$ cat config.mk
export PLATFORM = sky130hd
export DESIGN_NAME = song_sequencer
export DESIGN_NICKNAME = d
export VERILOG_FILES = /design/src/rtl/song_sequencer_pkg.sv /design/src/rtl/song_rom.sv /design/src/rtl/song_sequencer.sv
export SDC_FILE = /design/constraint.sdc
export NUM_CORES = 1
export LEC_CHECK = 0
export ABC_AREA = 1
export BUFFER_PORTS_ARGS = -buffer_cell sky130_fd_sc_hd__buf_2
export CAP_MARGIN = 10
export CORE_ASPECT_RATIO = 1.5
export CORE_MARGIN = 2
export CORE_UTILIZATION = 63
export DETAILED_ROUTE_END_ITERATION = 10
export GPL_TIMING_DRIVEN = 0
export PLACE_DENSITY = 0.82
export SLEW_MARGIN = 25
export SYNTH_ARGS = -nofsm -noshare
export SYNTH_HDL_FRONTEND = slang
export SYNTH_HIERARCHICAL = 1
export SYNTH_SLANG_ARGS = --single-unit
$ cat constraint.sdc
create_clock -name clk -period 3 [get_ports clk]
set_input_delay 0.15 -clock clk [delete_from_list [all_inputs] [get_ports clk]]
set_output_delay 0.15 -clock clk [all_outputs]
set_load 0.1 [all_outputs]
$ cat src/rtl/song_sequencer_pkg.sv
`default_nettype none
// ============================================================
// Package : song_sequencer_pkg
// Brief   : play-control codes, note ranges, ROM entry layout, FSM states
// Revision: 1.0
// ============================================================
package song_sequencer_pkg;

   localparam int c_DEF_NOTE_W    = 5;
   localparam int c_DEF_ADDR_W    = 6;
   localparam int c_DEF_DUR_W     = 3;
   localparam int c_DEF_NUM_SONGS = 4;
   localparam int c_DEF_TICK_DIV  = 12_500_000;

   localparam logic [1:0] c_SSTOP  = 2'd0;
   localparam logic [1:0] c_SPLAY  = 2'd1;
   localparam logic [1:0] c_SPAUSE = 2'd2;

   // Note codes: 0 silence, 1-7 low, 8-14 middle, 15-21 high octave.
   localparam int c_NOTE_REST      = 0;
   localparam int c_NOTE_LOW_BASE  = 1;
   localparam int c_NOTE_MID_BASE  = 8;
   localparam int c_NOTE_HIGH_BASE = 15;

   // ROM entry = {note, dur}; a zero duration marks the end of a song.
   localparam int c_END_MARK = 0;

   typedef enum logic [1:0] {
      S_IDLE  = 2'd0,
      S_PLAY  = 2'd1,
      S_PAUSE = 2'd2,
      S_DONE  = 2'd3
   } seq_state_t;

endpackage
`default_nettype wire

$ cat src/rtl/song_rom.sv
`default_nettype none
// ============================================================
// Module  : song_rom
// Brief   : combinational {note, dur} lookup for every stored song
// Revision: 1.0
// ============================================================
module song_rom
   import song_sequencer_pkg::*;
#(
   parameter int NOTE_W = c_DEF_NOTE_W,
   parameter int ADDR_W = c_DEF_ADDR_W,
   parameter int DUR_W  = c_DEF_DUR_W,
   parameter int SEL_W  = 2
)(
   input  logic [SEL_W-1:0]  i_song_idx,
   input  logic [ADDR_W-1:0] i_addr,
   output logic [NOTE_W-1:0] o_note,
   output logic [DUR_W-1:0]  o_dur
);

   logic [NOTE_W+DUR_W-1:0] w_entry;

   function automatic logic [NOTE_W+DUR_W-1:0] ent(input int note, input int dur);
      return {NOTE_W'(note), DUR_W'(dur)};
   endfunction

   // Addresses past a song's last entry fall through to the end marker.
   always_comb begin
      w_entry = ent(c_NOTE_REST, c_END_MARK);
      case (int'(i_song_idx))
         0: case (int'(i_addr))
               0:       w_entry = ent(c_NOTE_LOW_BASE, 2);
               1:       w_entry = ent(c_NOTE_LOW_BASE + 4, 1);
               2:       w_entry = ent(c_NOTE_REST, 1);
               3:       w_entry = ent(c_NOTE_MID_BASE, 3);
               default: ;
            endcase
         // Fills the whole address space so the song ends on the address limit.
         1: w_entry = ent(c_NOTE_HIGH_BASE + 6, 1);
         2: case (int'(i_addr))
               0:       w_entry = ent(c_NOTE_MID_BASE, 1);
               1:       w_entry = ent(c_NOTE_MID_BASE + 2, 2);
               2:       w_entry = ent(c_NOTE_MID_BASE + 4, 1);
               3:       w_entry = ent(c_NOTE_REST, 1);
               4:       w_entry = ent(c_NOTE_HIGH_BASE, 4);
               5:       w_entry = ent(c_NOTE_HIGH_BASE + 6, 7);
               default: ;
            endcase
         default: ;
      endcase
   end

   assign {o_note, o_dur} = w_entry;

endmodule
`default_nettype wire

$ cat src/rtl/song_sequencer.sv
`default_nettype none
// ============================================================
// Module  : song_sequencer
// Brief   : multi-song, tempo-aware note sequencer for auto-play
// Revision: 1.0
// ============================================================
module song_sequencer
   import song_sequencer_pkg::*;
#(
   parameter  int NOTE_W    = c_DEF_NOTE_W,
   parameter  int ADDR_W    = c_DEF_ADDR_W,
   parameter  int DUR_W     = c_DEF_DUR_W,
   parameter  int NUM_SONGS = c_DEF_NUM_SONGS,
   parameter  int TICK_DIV  = c_DEF_TICK_DIV,
   localparam int SEL_W     = (NUM_SONGS > 1) ? $clog2(NUM_SONGS) : 1
)(
   input  logic              clk,
   input  logic              reset,
   input  logic [1:0]        state,
   input  logic [SEL_W-1:0]  song_sel,
   input  logic              loop_en,
   output logic [ADDR_W-1:0] cnt,
   output logic [NOTE_W-1:0] music,
   output logic              busy,
   output logic              done
);

   localparam int              TICK_W     = (TICK_DIV > 1) ? $clog2(TICK_DIV) : 1;
   localparam logic [TICK_W-1:0] c_TICK_MAX = TICK_W'(TICK_DIV - 1);

   seq_state_t        r_fsm;
   logic [ADDR_W-1:0] r_cnt;
   logic [NOTE_W-1:0] r_music;
   logic [NOTE_W-1:0] r_cur_note;
   logic [DUR_W-1:0]  r_dur;
   logic [TICK_W-1:0] r_tick;
   logic [SEL_W-1:0]  r_song;
   logic              r_busy;
   logic              r_done;

   logic [SEL_W-1:0]  w_first_song;
   logic [ADDR_W-1:0] w_next_addr;
   logic [NOTE_W-1:0] w_first_note;
   logic [NOTE_W-1:0] w_next_note;
   logic [DUR_W-1:0]  w_first_dur;
   logic [DUR_W-1:0]  w_next_dur;
   logic              w_tick;
   logic              w_last;

   // In IDLE the live selection addresses entry 0; afterwards the latched song does.
   assign w_first_song = (r_fsm == S_IDLE) ? song_sel : r_song;
   assign w_next_addr  = r_cnt + 1'b1;
   assign w_tick       = (r_tick == c_TICK_MAX);
   assign w_last       = (r_cnt == '1) || (w_next_dur == DUR_W'(c_END_MARK));

   song_rom #(
      .NOTE_W (NOTE_W),
      .ADDR_W (ADDR_W),
      .DUR_W  (DUR_W),
      .SEL_W  (SEL_W)
   ) u_rom_first (
      .i_song_idx (w_first_song),
      .i_addr     ('0),
      .o_note     (w_first_note),
      .o_dur      (w_first_dur)
   );

   song_rom #(
      .NOTE_W (NOTE_W),
      .ADDR_W (ADDR_W),
      .DUR_W  (DUR_W),
      .SEL_W  (SEL_W)
   ) u_rom_next (
      .i_song_idx (r_song),
      .i_addr     (w_next_addr),
      .o_note     (w_next_note),
      .o_dur      (w_next_dur)
   );

   always_ff @(posedge clk or negedge reset) begin
      if (!reset) begin
         r_fsm      <= S_IDLE;
         r_cnt      <= '0;
         r_music    <= '0;
         r_cur_note <= '0;
         r_dur      <= '0;
         r_tick     <= '0;
         r_song     <= '0;
         r_busy     <= 1'b0;
         r_done     <= 1'b0;
      end else begin
         r_done <= 1'b0;
         if (state == c_SSTOP) begin
            r_fsm   <= S_IDLE;
            r_cnt   <= '0;
            r_music <= '0;
            r_dur   <= '0;
            r_tick  <= '0;
            r_busy  <= 1'b0;
         end else begin
            case (r_fsm)
               S_IDLE: begin
                  if (state == c_SPLAY) begin
                     r_song <= song_sel;
                     r_cnt  <= '0;
                     if (w_first_dur == DUR_W'(c_END_MARK)) begin
                        // Empty song: nothing to play, so loop mode simply stays idle.
                        if (!loop_en) begin
                           r_fsm  <= S_DONE;
                           r_done <= 1'b1;
                        end
                     end else begin
                        r_fsm      <= S_PLAY;
                        r_busy     <= 1'b1;
                        r_music    <= w_first_note;
                        r_cur_note <= w_first_note;
                        r_dur      <= w_first_dur;
                        r_tick     <= '0;
                     end
                  end
               end
               S_PLAY: begin
                  if (state == c_SPLAY) begin
                     if (!w_tick) begin
                        r_tick <= r_tick + 1'b1;
                     end else begin
                        r_tick <= '0;
                        if (r_dur > DUR_W'(1)) begin
                           r_dur <= r_dur - 1'b1;
                        end else if (!w_last) begin
                           r_cnt      <= w_next_addr;
                           r_music    <= w_next_note;
                           r_cur_note <= w_next_note;
                           r_dur      <= w_next_dur;
                        end else if (loop_en) begin
                           r_cnt      <= '0;
                           r_music    <= w_first_note;
                           r_cur_note <= w_first_note;
                           r_dur      <= w_first_dur;
                        end else begin
                           r_fsm   <= S_DONE;
                           r_busy  <= 1'b0;
                           r_done  <= 1'b1;
                           r_music <= '0;
                           r_dur   <= '0;
                        end
                     end
                  end else begin
                     r_fsm   <= S_PAUSE;
                     r_music <= '0;
                  end
               end
               S_PAUSE: begin
                  if (state == c_SPLAY) begin
                     r_fsm   <= S_PLAY;
                     r_music <= r_cur_note;
                  end
               end
               default: ;
            endcase
         end
      end
   end

   assign cnt   = r_cnt;
   assign music = r_music;
   assign busy  = r_busy;
   assign done  = r_done;

endmodule
`default_nettype wire
==> results.toml, run 1 <==
[power]
vdd_drop_max_uv = 670.2
combPwrFrac_pct = 67.4
powerDensity_nw_per_um2 = 948.8
pwr-share-clk_pct = 11.9
sw_frac_of_total_pct = 54.75
p_leak_nw = 2.334
p_switching_mw = 2.352
seqPwrFrac_pct = 20.7
internal_power_mw = 1.944

[clock_tree]
cts.clk_slew.worst_paths_ns = 0.09
cts-root-buf = "clkbuf_8"
cts_tree = "yes"
clkSinkCount = 49
clock_latency_ns = 0.31
htreeDepth = 2
cts_buffers = 5
cts_max_path_buffers = 2

[logic_synthesis]
synth_top_area_share_pct = 30.28
yosysWarnings = 6
async_reset_ff_share_pct = 100.0
synth_area_leaders = "dfrtp_1, nand2_1, inv_1"
synth_cell_types = 38
yosysMostFrequentCell = "nand2_1"
ys_top_cells_by_count = "nand2_1, inv_1, nor2_1"
yosys.area.top_type = "dfrtp_1"
synth_edf_count = 0
synth_area_per_cell_um2 = 6.437
synthCells = 629
ys_seq_area_share_pct = 30.28
synth.cell_area_um2 = 4049
synth-main-ff-cell = "dfrtp_1"
synth-seq-cells = 49

[layout]
n_antenna_cell = 0
nets = 695
drive_above_1_share_pct = 16.57
nFillCells = 543
final_area_um2 = 4527
area_growth_pct = 11.80

[drt]
drtAntennaViolNets = 0
routed_wl_mm = 10.13
wire_per_inst_um = 13.40
dr.pass1.iters = 4
drt_iter0_drc = 238
post-route-drc-count = 0
drt-vias-per-instance = 5.368
num_vias = 4058

[sta]
clock_skew_ns = 0.01094
slew_viol_final = 0
hold_viol = 0
relSlewSlack_pct = 58.01
period_share_pct = 90.70
fmax_ghz = 0.3675
rsz0062_at_grt = "no"
finalSetupViolations = 0
worst_slew_pin_slew_ns = 0.6299
hold_ws_ns = 0.1197
finalCriticalPeriod_ns = 2.721

[die]
dieHeight_um = 102.2
rows = 35
dieArea_um2 = 7097
ios = 20
die_x_um = 69.46
start_util_pct = 65.57
core-area_um2 = 6175

[status]
status = "finished, final reports clean"

[setup_path]
cp_max_fo = 7
cp-start-kind = "flop"
arrival_ns = 2.92
critPathCaptureType = "flop"
critPathKind = "flop to flop"
worstPathRequired_ns = 3.20

[place]
gp_congestion = 0.9189
portBuffers = 19
post-dp-hpwl_mm = 7.990
placed_area_um2 = 4318

[global_route]
grt-ovfl-total = 0
grtUsageTotal_pct = 29.62
grt_max_degree = 50
grt_pass1_vias = 3966
grt_pass1_wl_mm = 17.08
antenna_found_initial = 0

[hold_path]
worstHoldPathType = "input pin to flop"

[job]
maxCapViolations = 0
-- cells by family after synthesis --
group | Yosys count | synth area share [%]
simple gates | 409 | 47.59
flops | 49 | 30.28
other cells | 1 | 0.09262
buf+inv | 96 | 10.29
fa+ha+maj | 7 | 2.163
compound gates | 57 | 7.417
xor+xnor | 10 | 2.163
-- critical path, cell delays in order, from the launching register on --
cell	delay [ns]
dfrtp_2	0.44
ha_1	0.23
nand2_1	0.09
nor2_2	0.05
xor2_1	0.17
inv_1	0.08
nand2_1	0.10
nor2_4	0.19
nand3_1	0.12
nand3_2	0.10
inv_1	0.04
nand2_1	0.17
nand2_2	0.18
a21oi_1	0.16
nand2_1	0.08
nand2_2	0.13
nand2_1	0.14
nand2_1	0.08
nand2_1	0.06
-- power groups by stage --
stage          Combinational, mW  Clock (mW)  Sequential [mW]
2_1_floorplan               1.89           0             1.18
3_3_place_gp                2.69           0            0.896
3_5_place_dp                2.74           0            0.904
4_1_cts                     2.76       0.514            0.891
5_1_grt                     3.21       0.535            0.905
6_report                    2.89       0.512            0.888
-- routing by layer --
metal,wire length (um),up-vias,track usage (%)
met5,0,-,0
met4,272,0,12.22
met3,219,27,2.465
met2,5820,85,62.57
met1,3819,1886,28.86
li1,-,2060,-
-- through the flow --
stage                      TNS (ns)  util (%)  instances  total power [mW]  setup WS (ns)
after floorplan                   0         -        649             3.073        0.04867
after global placement            0     69.89        742             3.582        0.05080
after detailed placement  -0.009392     69.93        742             3.647      -0.005310
after CTS                         0     72.04        751             4.163        0.03977
after global routing              0     73.31        756             4.650       0.006778
final                             0     73.31        756             4.295         0.2791
-- sequential cells by signal, summed over array words and instances (netlist names) --
name,flops
done,1
r_dur,3
music,5
cnt,6
r_song,2
busy,1
r_tick,24
r_cur_note,5
r_fsm,2
-- cell usage in the layout, fill, tap and decap left out, types with 9 or more instances in the layout --
cell	Yosys	routed
dfrtp_1	49	46
nor2_2	14	15
nand2_2	8	11
nor2_1	73	70
inv_2	7	9
nand4_1	16	16
o21ai_0	30	28
nand2_1	198	195
conb_1	1	21
buf_2	0	18
inv_1	79	77
nor2_4	12	14
nand3_1	57	56
a21oi_1	17	17
-- what timing repair did --
action / 4_1_cts / 5_1_grt
resized for setup: 1 / 14
setup buffers: 0 / 5
hold buffers: 1 / 0
endpoints found under the setup margin: 20 / 41
endpoints found under the hold margin: 49 / 0
pin swaps: 0 / 1
-- area by class of cell --
class	count	area, um^2	share of cell area [%]
tap	74	92.59	2.045
clock buffer	6	82.58	1.824
multi-input combinational	504	2522	55.72
clock inverter	2	37.54	0.8292
timing repair buffer	25	145.1	3.206
sequential	49	1230	27.17
buffer	8	83.83	1.852
inverter	88	332.8	7.352
-- path summary, 6_finish.rpt --
path / start / to / slack (ns) / cells after the start
min: song_sel[1] / r_song[1] / 0.12 / 3
max reg2reg: cnt[0] / r_cur_note[0] / 0.28 / 18
min in group asynchronous: reset / r_tick[6] / 0.38 / 2
max in group asynchronous: reset / cnt[0] / 2.15 / 2
min reg2reg: busy / busy / 0.48 / 2
max: cnt[0] / r_cur_note[0] / 0.28 / 18
(Power assumes the default switching activity.)
==> run 2: changes to the inputs <==
--- a/config.mk
+++ b/config.mk
@@ -14,6 +14,7 @@
 export DETAILED_ROUTE_END_ITERATION = 10
 export GPL_TIMING_DRIVEN = 0
 export PLACE_DENSITY = 0.82
+export RECOVER_POWER = 100
 export SLEW_MARGIN = 25
 export SYNTH_ARGS = -nofsm -noshare
 export SYNTH_HDL_FRONTEND = slang
==> run 2 against run 1 <==
Net effect:
- routed wire length hardly changed
- clock power about the same
- combinational power about the same
- largest cell class unchanged
- hold slack improved by 0.00067 ns
- core utilization down 0.39 points
- cell area fell by 0.53%
==> results.toml, run 2 (synthesized netlist as in run 1, its figures left out) <==
[layout]
largest_register = "r_tick"
final_cell_mix = "nand2_1, inv_1, nor2_1"
seqCellArea_um2 = 1230
drive_above_1_share_pct = 14.37
area_growth_pct = 11.22
nFillCells = 555
nets = 695
final_cells = 756
final_area_um2 = 4503
largest_reg_flops = 24
final_common_cell = "nand2_1"
n_antenna_cell = 0
multiInputGateArea_um2 = 2517

[die]
start_util_pct = 65.57
dieArea_um2 = 7097
rows = 35
dieHeight_um = 102.2
ios = 20
die_x_um = 69.46
core-area_um2 = 6175

[job]
maxCapViolations = 0

[hold_path]
worstHoldPathType = "input pin to flop"
min_from = "song_sel[1]"

[clock_tree]
clkSinkCount = 49
clock_latency_ns = 0.31
cts_buffers = 5
cts_tree = "yes"
cts-root-buf = "clkbuf_8"
cts_max_path_buffers = 2
cts.clk_slew.worst_paths_ns = 0.10
htreeDepth = 2

[sta]
finalCriticalPeriod_ns = 2.729
worst_slew_pin_slew_ns = 1.225
hold_viol = 0
slew_viol_final = 0
finalSetupTns_ns = 0
relSlewSlack_pct = 18.35
clock_skew_ns = 0.009672
period_share_pct = 90.96
fmax_ghz = 0.3665
rsz0062_at_grt = "no"
finalSetupViolations = 0

[setup_path]
arrival_ns = 2.94
path_buf_inv = 6
r2r-start = "r_fsm[1]"
worstPathRequired_ns = 3.21
cpMostUsedCell = "nor2_1"
path_cells = "inv_1, ha_1, inv_2, nand2_1, o21ai_1, inv_1, nor2_4, nand3_1, nor2_1, nor2_1, nand2_2, nor2_1, nand2_1, nand2_1, nand2_2, nand2_4, inv_4, nand2_4, inv_2, buf_6, nor2_1"
cp_slowest_stage_delay_ns = 0.39
cp-start-kind = "flop"
worstRegToRegCells = 21
reg2reg_slack_ns = 0.27
reg2reg_to = "r_tick[21]"
critPathCaptureType = "flop"
critPathSlowestCell = "dfrtp_1"
crit_path_end = "r_tick[21]"
crit_family = "simple AND/OR/NAND/NOR gates"
crit_path_start = "r_fsm[1]"
cp.depth = 21
critPathKind = "flop to flop"
cp_max_fo = 10

[global_route]
grt-ovfl-total = 0
grtUsageTotal_pct = 29.62
grt_pass1_wl_mm = 17.08
grt_pass1_vias = 3966
grt_max_degree = 50
antenna_found_initial = 0

[drt]
dr.pass1.iters = 5
post-route-drc-count = 0
num_vias = 4066
drtAntennaViolNets = 0
drt_iter0_drc = 266
drt-vias-per-instance = 5.378
routed_wl_mm = 10.14
wire_per_inst_um = 13.41

[power]
vdd_drop_max_uv = 671.6
p_leak_nw = 2.279
powerDensity_nw_per_um2 = 949.2

[status]
status = "finished, final reports clean"

[place]
gp_congestion = 0.9189
dp_cells = 742
placed_area_um2 = 4318
post-dp-hpwl_mm = 7.990
portBuffers = 19
[run 2: cell type report]
cell class              count  share of cell area, %
inverters                  88                  7.391
flip-flops and latches     49                  27.31
multi-input cells         504                  55.90
plain buffers               8                  1.862
well taps                  74                  2.056
clock buffers               6                  1.834
repair buffers             25                  2.806
clock inverters             2                 0.8336
[run 2: what timing repair did]
action	CTS	global route
hold buffers	1	0
cloned	0	0
hold endpoints to repair	49	0
endpoints found under the setup margin	20	41
pin swaps	0	1
resized for setup	1	14
buffers inserted	0	5
[run 2: how the worst min path moves through the flow]
stage                     end  slack, ns  cells past startpoint
floorplan                busy      -0.15                      0
global placement    r_tick[6]       0.41                      1
detailed placement  r_tick[6]       0.21                      1
CTS                 r_song[1]       0.12                      3
global route        r_song[1]       0.14                      3
finish              r_song[1]       0.12                      3
[run 2: worst min-delay path, cell delays in order]
cell,delay [ns]
buf_2,0.09
inv_1,0.06
o21ai_0,0.08
[run 2: routing by layer]
metal  up-vias  share of wire, %  GRT usage, %
li1       2062                 -             -
met1      1891                37         28.86
met2        86                57         62.57
met3        27               2.7         2.465
met4         0               2.7         12.22
met5         -                 0             0
[run 2: where the power goes]
part	internal (mW)	switching (mW)	leakage, nW
Sequential	0.791	0.0973	0.660
Combinational	0.864	2.01	1.56
Clock	0.272	0.238	0.0574
[run 2: metrics by stage]
stage	power (mW)	util [%]	hold slack [ns]	worst slack, ns
floorplan	3.073	-	-0.1456	0.04867
global placement	3.582	69.89	0.4071	0.05080
detailed placement	3.647	69.93	0.2100	-0.005310
CTS	4.163	72.04	0.1167	0.03977
global route	4.628	72.93	0.1387	0.005023
finish	4.274	72.93	0.1204	0.2713
==> run 3: changes to the inputs <==
==> constraint.sdc (replaced) <==
create_clock -name clk -period 3 [get_ports clk]
set_input_delay 0.3 -clock clk [delete_from_list [all_inputs] [get_ports clk]]
set_output_delay 0.3 -clock clk [all_outputs]
set_load 0.1 [all_outputs]
==> run 3 against run 2 <==
Net effect:
- combinational power is essentially flat
- via count is essentially flat
- worst setup slack lost 0.0066 ns
- register-to-register slack is essentially flat
- non-clock buffer count shrank 1
- flip-flop and latch count is the same
- sequential share of layout area grew 0.061 points
- critical path depth is the same
- routed wire length grew 0.25%
==> results.toml, run 3 (synthesized netlist as in run 1, its figures left out) <==
[clock_tree]
postCtsHoldBufs = 0
cts-root-buf = "clkbuf_8"
cts_buffers = 5
cts.clk_slew.worst_paths_ns = 0.10
cts_tree = "yes"
clock_latency_ns = 0.31
htreeDepth = 2
cts_max_path_buffers = 2
clkSinkCount = 49

[sta]
hold_viol = 0
slew_viol_final = 0
finalSetupViolations = 0
period_share_pct = 91.18
relSlewSlack_pct = 18.00
worst_slew_pin_slew_ns = 1.230
rsz0062_at_grt = "no"
fmax_ghz = 0.3656
clock_skew_ns = 0.01263
finalCriticalPeriod_ns = 2.735

[drt]
wire_per_inst_um = 13.46
num_vias = 4070
drtAntennaViolNets = 0
post-route-drc-count = 0
drt-vias-per-instance = 5.391
dr.pass1.iters = 6
drt_iter0_drc = 243
routed_wl_mm = 10.16

[power]
sw_frac_of_total_pct = 55.05
p_leak_nw = 2.275
finalPower_mw = 4.285
internal_power_mw = 1.926
combPwrFrac_pct = 67.3
vdd_drop_max_uv = 668.7
pwr-share-clk_pct = 12.0
seqPwrFrac_pct = 20.8
p_switching_mw = 2.359
powerDensity_nw_per_um2 = 953.6

[layout]
final_cell_mix = "nand2_1, inv_1, nor2_1"
nFillCells = 556
largest_reg_flops = 24
nets = 694
n_antenna_cell = 0
largest_register = "r_tick"
post-route-util_pct = 72.77
area_growth_pct = 10.97
drive_above_1_share_pct = 14.39
final_common_cell = "nand2_1"
final_cells = 755

[setup_path]
crit_path_start = "r_fsm[1]"
cp-start-kind = "flop"
crit_family = "simple AND/OR/NAND/NOR gates"
critPathCaptureType = "flop"
arrival_ns = 2.94
cp_slowest_stage_delay_ns = 0.39
worstPathRequired_ns = 3.21
path_cells = "inv_1, ha_1, inv_2, nand2_1, o21ai_1, inv_1, nor2_4, nand3_1, nor2_1, nor2_1, nand2_2, nor2_1, nand2_1, nand2_1, nand2_2, nand2_4, inv_4, nand2_4, inv_2, buf_6, nor2_1"
critPathKind = "flop to flop"
r2r-start = "r_fsm[1]"
reg2reg_slack_ns = 0.26
path_buf_inv = 6
cp_max_fo = 10
cpMostUsedCell = "nor2_1"
critPathSlowestCell = "dfrtp_1"

[die]
rows = 35
dieArea_um2 = 7097
core-area_um2 = 6175
ios = 20
dieHeight_um = 102.2
die_x_um = 69.46
start_util_pct = 65.57

[place]
portBuffers = 19
post-dp-hpwl_mm = 7.990
gp_congestion = 0.9189
dp_cells = 742

[global_route]
grt-ovfl-total = 0
grt_pass1_wl_mm = 17.08
antenna_found_initial = 0
grtUsageTotal_pct = 29.62
grt_max_degree = 50
grt_pass1_vias = 3966

[hold_path]
worstHoldPathType = "input pin to asynchronous set/reset pin"

[status]
status = "finished, final reports clean"

[job]
maxCapViolations = 0
-- run 3: routing by layer --
metal  up-vias  share of wire (%)  global-route usage, %  wire length [um]
li1       2063                  -                      -                 -
met3        28                2.9                  2.465               291
met1      1892                 37                  28.86              3752
met2        87                 57                  62.57              5827
met4         0                2.9                  12.22               292
met5         -                  0                      0                 0
-- run 3: path summary, 6_finish.rpt --
check,to,cells past startpoint
min in group clk,r_song[1],3
worst max-delay path,r_tick[21],21
worst max register to register,r_tick[21],21
max in group asynchronous,cnt[0],1
worst min register to register,busy,2
worst min-delay path,r_tick[6],1
-- run 3: cell type report --
type | count | area, um^2 | share of cell area (%)
timing repair buffer | 24 | 116.4 | 2.590
clock inverter | 2 | 37.54 | 0.8354
sequential | 49 | 1230 | 27.37
tap | 74 | 92.59 | 2.061
buffer | 8 | 83.83 | 1.866
multi-input combinational | 504 | 2517 | 56.03
clock buffer | 6 | 82.58 | 1.838
inverter | 88 | 332.8 | 7.407
-- run 3: timing repair --
| action | 4_1_cts | 5_1_grt |
|---|---|---|
| buffers inserted | 0 | 5 |
| gates resized for setup | 1 | 14 |
| endpoints found under the hold margin | 0 | 0 |
| endpoints found under the setup margin | 20 | 41 |
| pin swaps | 0 | 1 |
-- run 3: worst register-to-register path: cells and delay by family (launching register included) --
kind	cells	cell delay, ns
compound gates	1	0.07
fa+ha+maj	1	0.23
simple gates	13	1.22
flops	1	0.39
buf+inv	6	0.75
-- run 3: power groups by stage --
stage / Sequential, mW / Combinational (mW) / Clock (mW)
after floorplan: 1.18 / 1.89 / 0
after global placement: 0.896 / 2.69 / 0
after detailed placement: 0.904 / 2.74 / 0
after CTS: 0.891 / 2.76 / 0.514
after global routing: 0.907 / 3.19 / 0.535
final: 0.889 / 2.88 / 0.513
-- run 3: per-stage QoR --
step,worst slack (ns),instance area [um^2],hold WS (ns),setup TNS [ns]
global route,0.005023,4493,0.2887,0
CTS,0.03977,4438,0.02895,0
finish,0.2646,4493,0.2254,0
floorplan,0.04867,4128,0.004409,0
detailed placement,-0.005310,4318,0.3600,-0.009392
global placement,0.05080,4315,0.4488,0
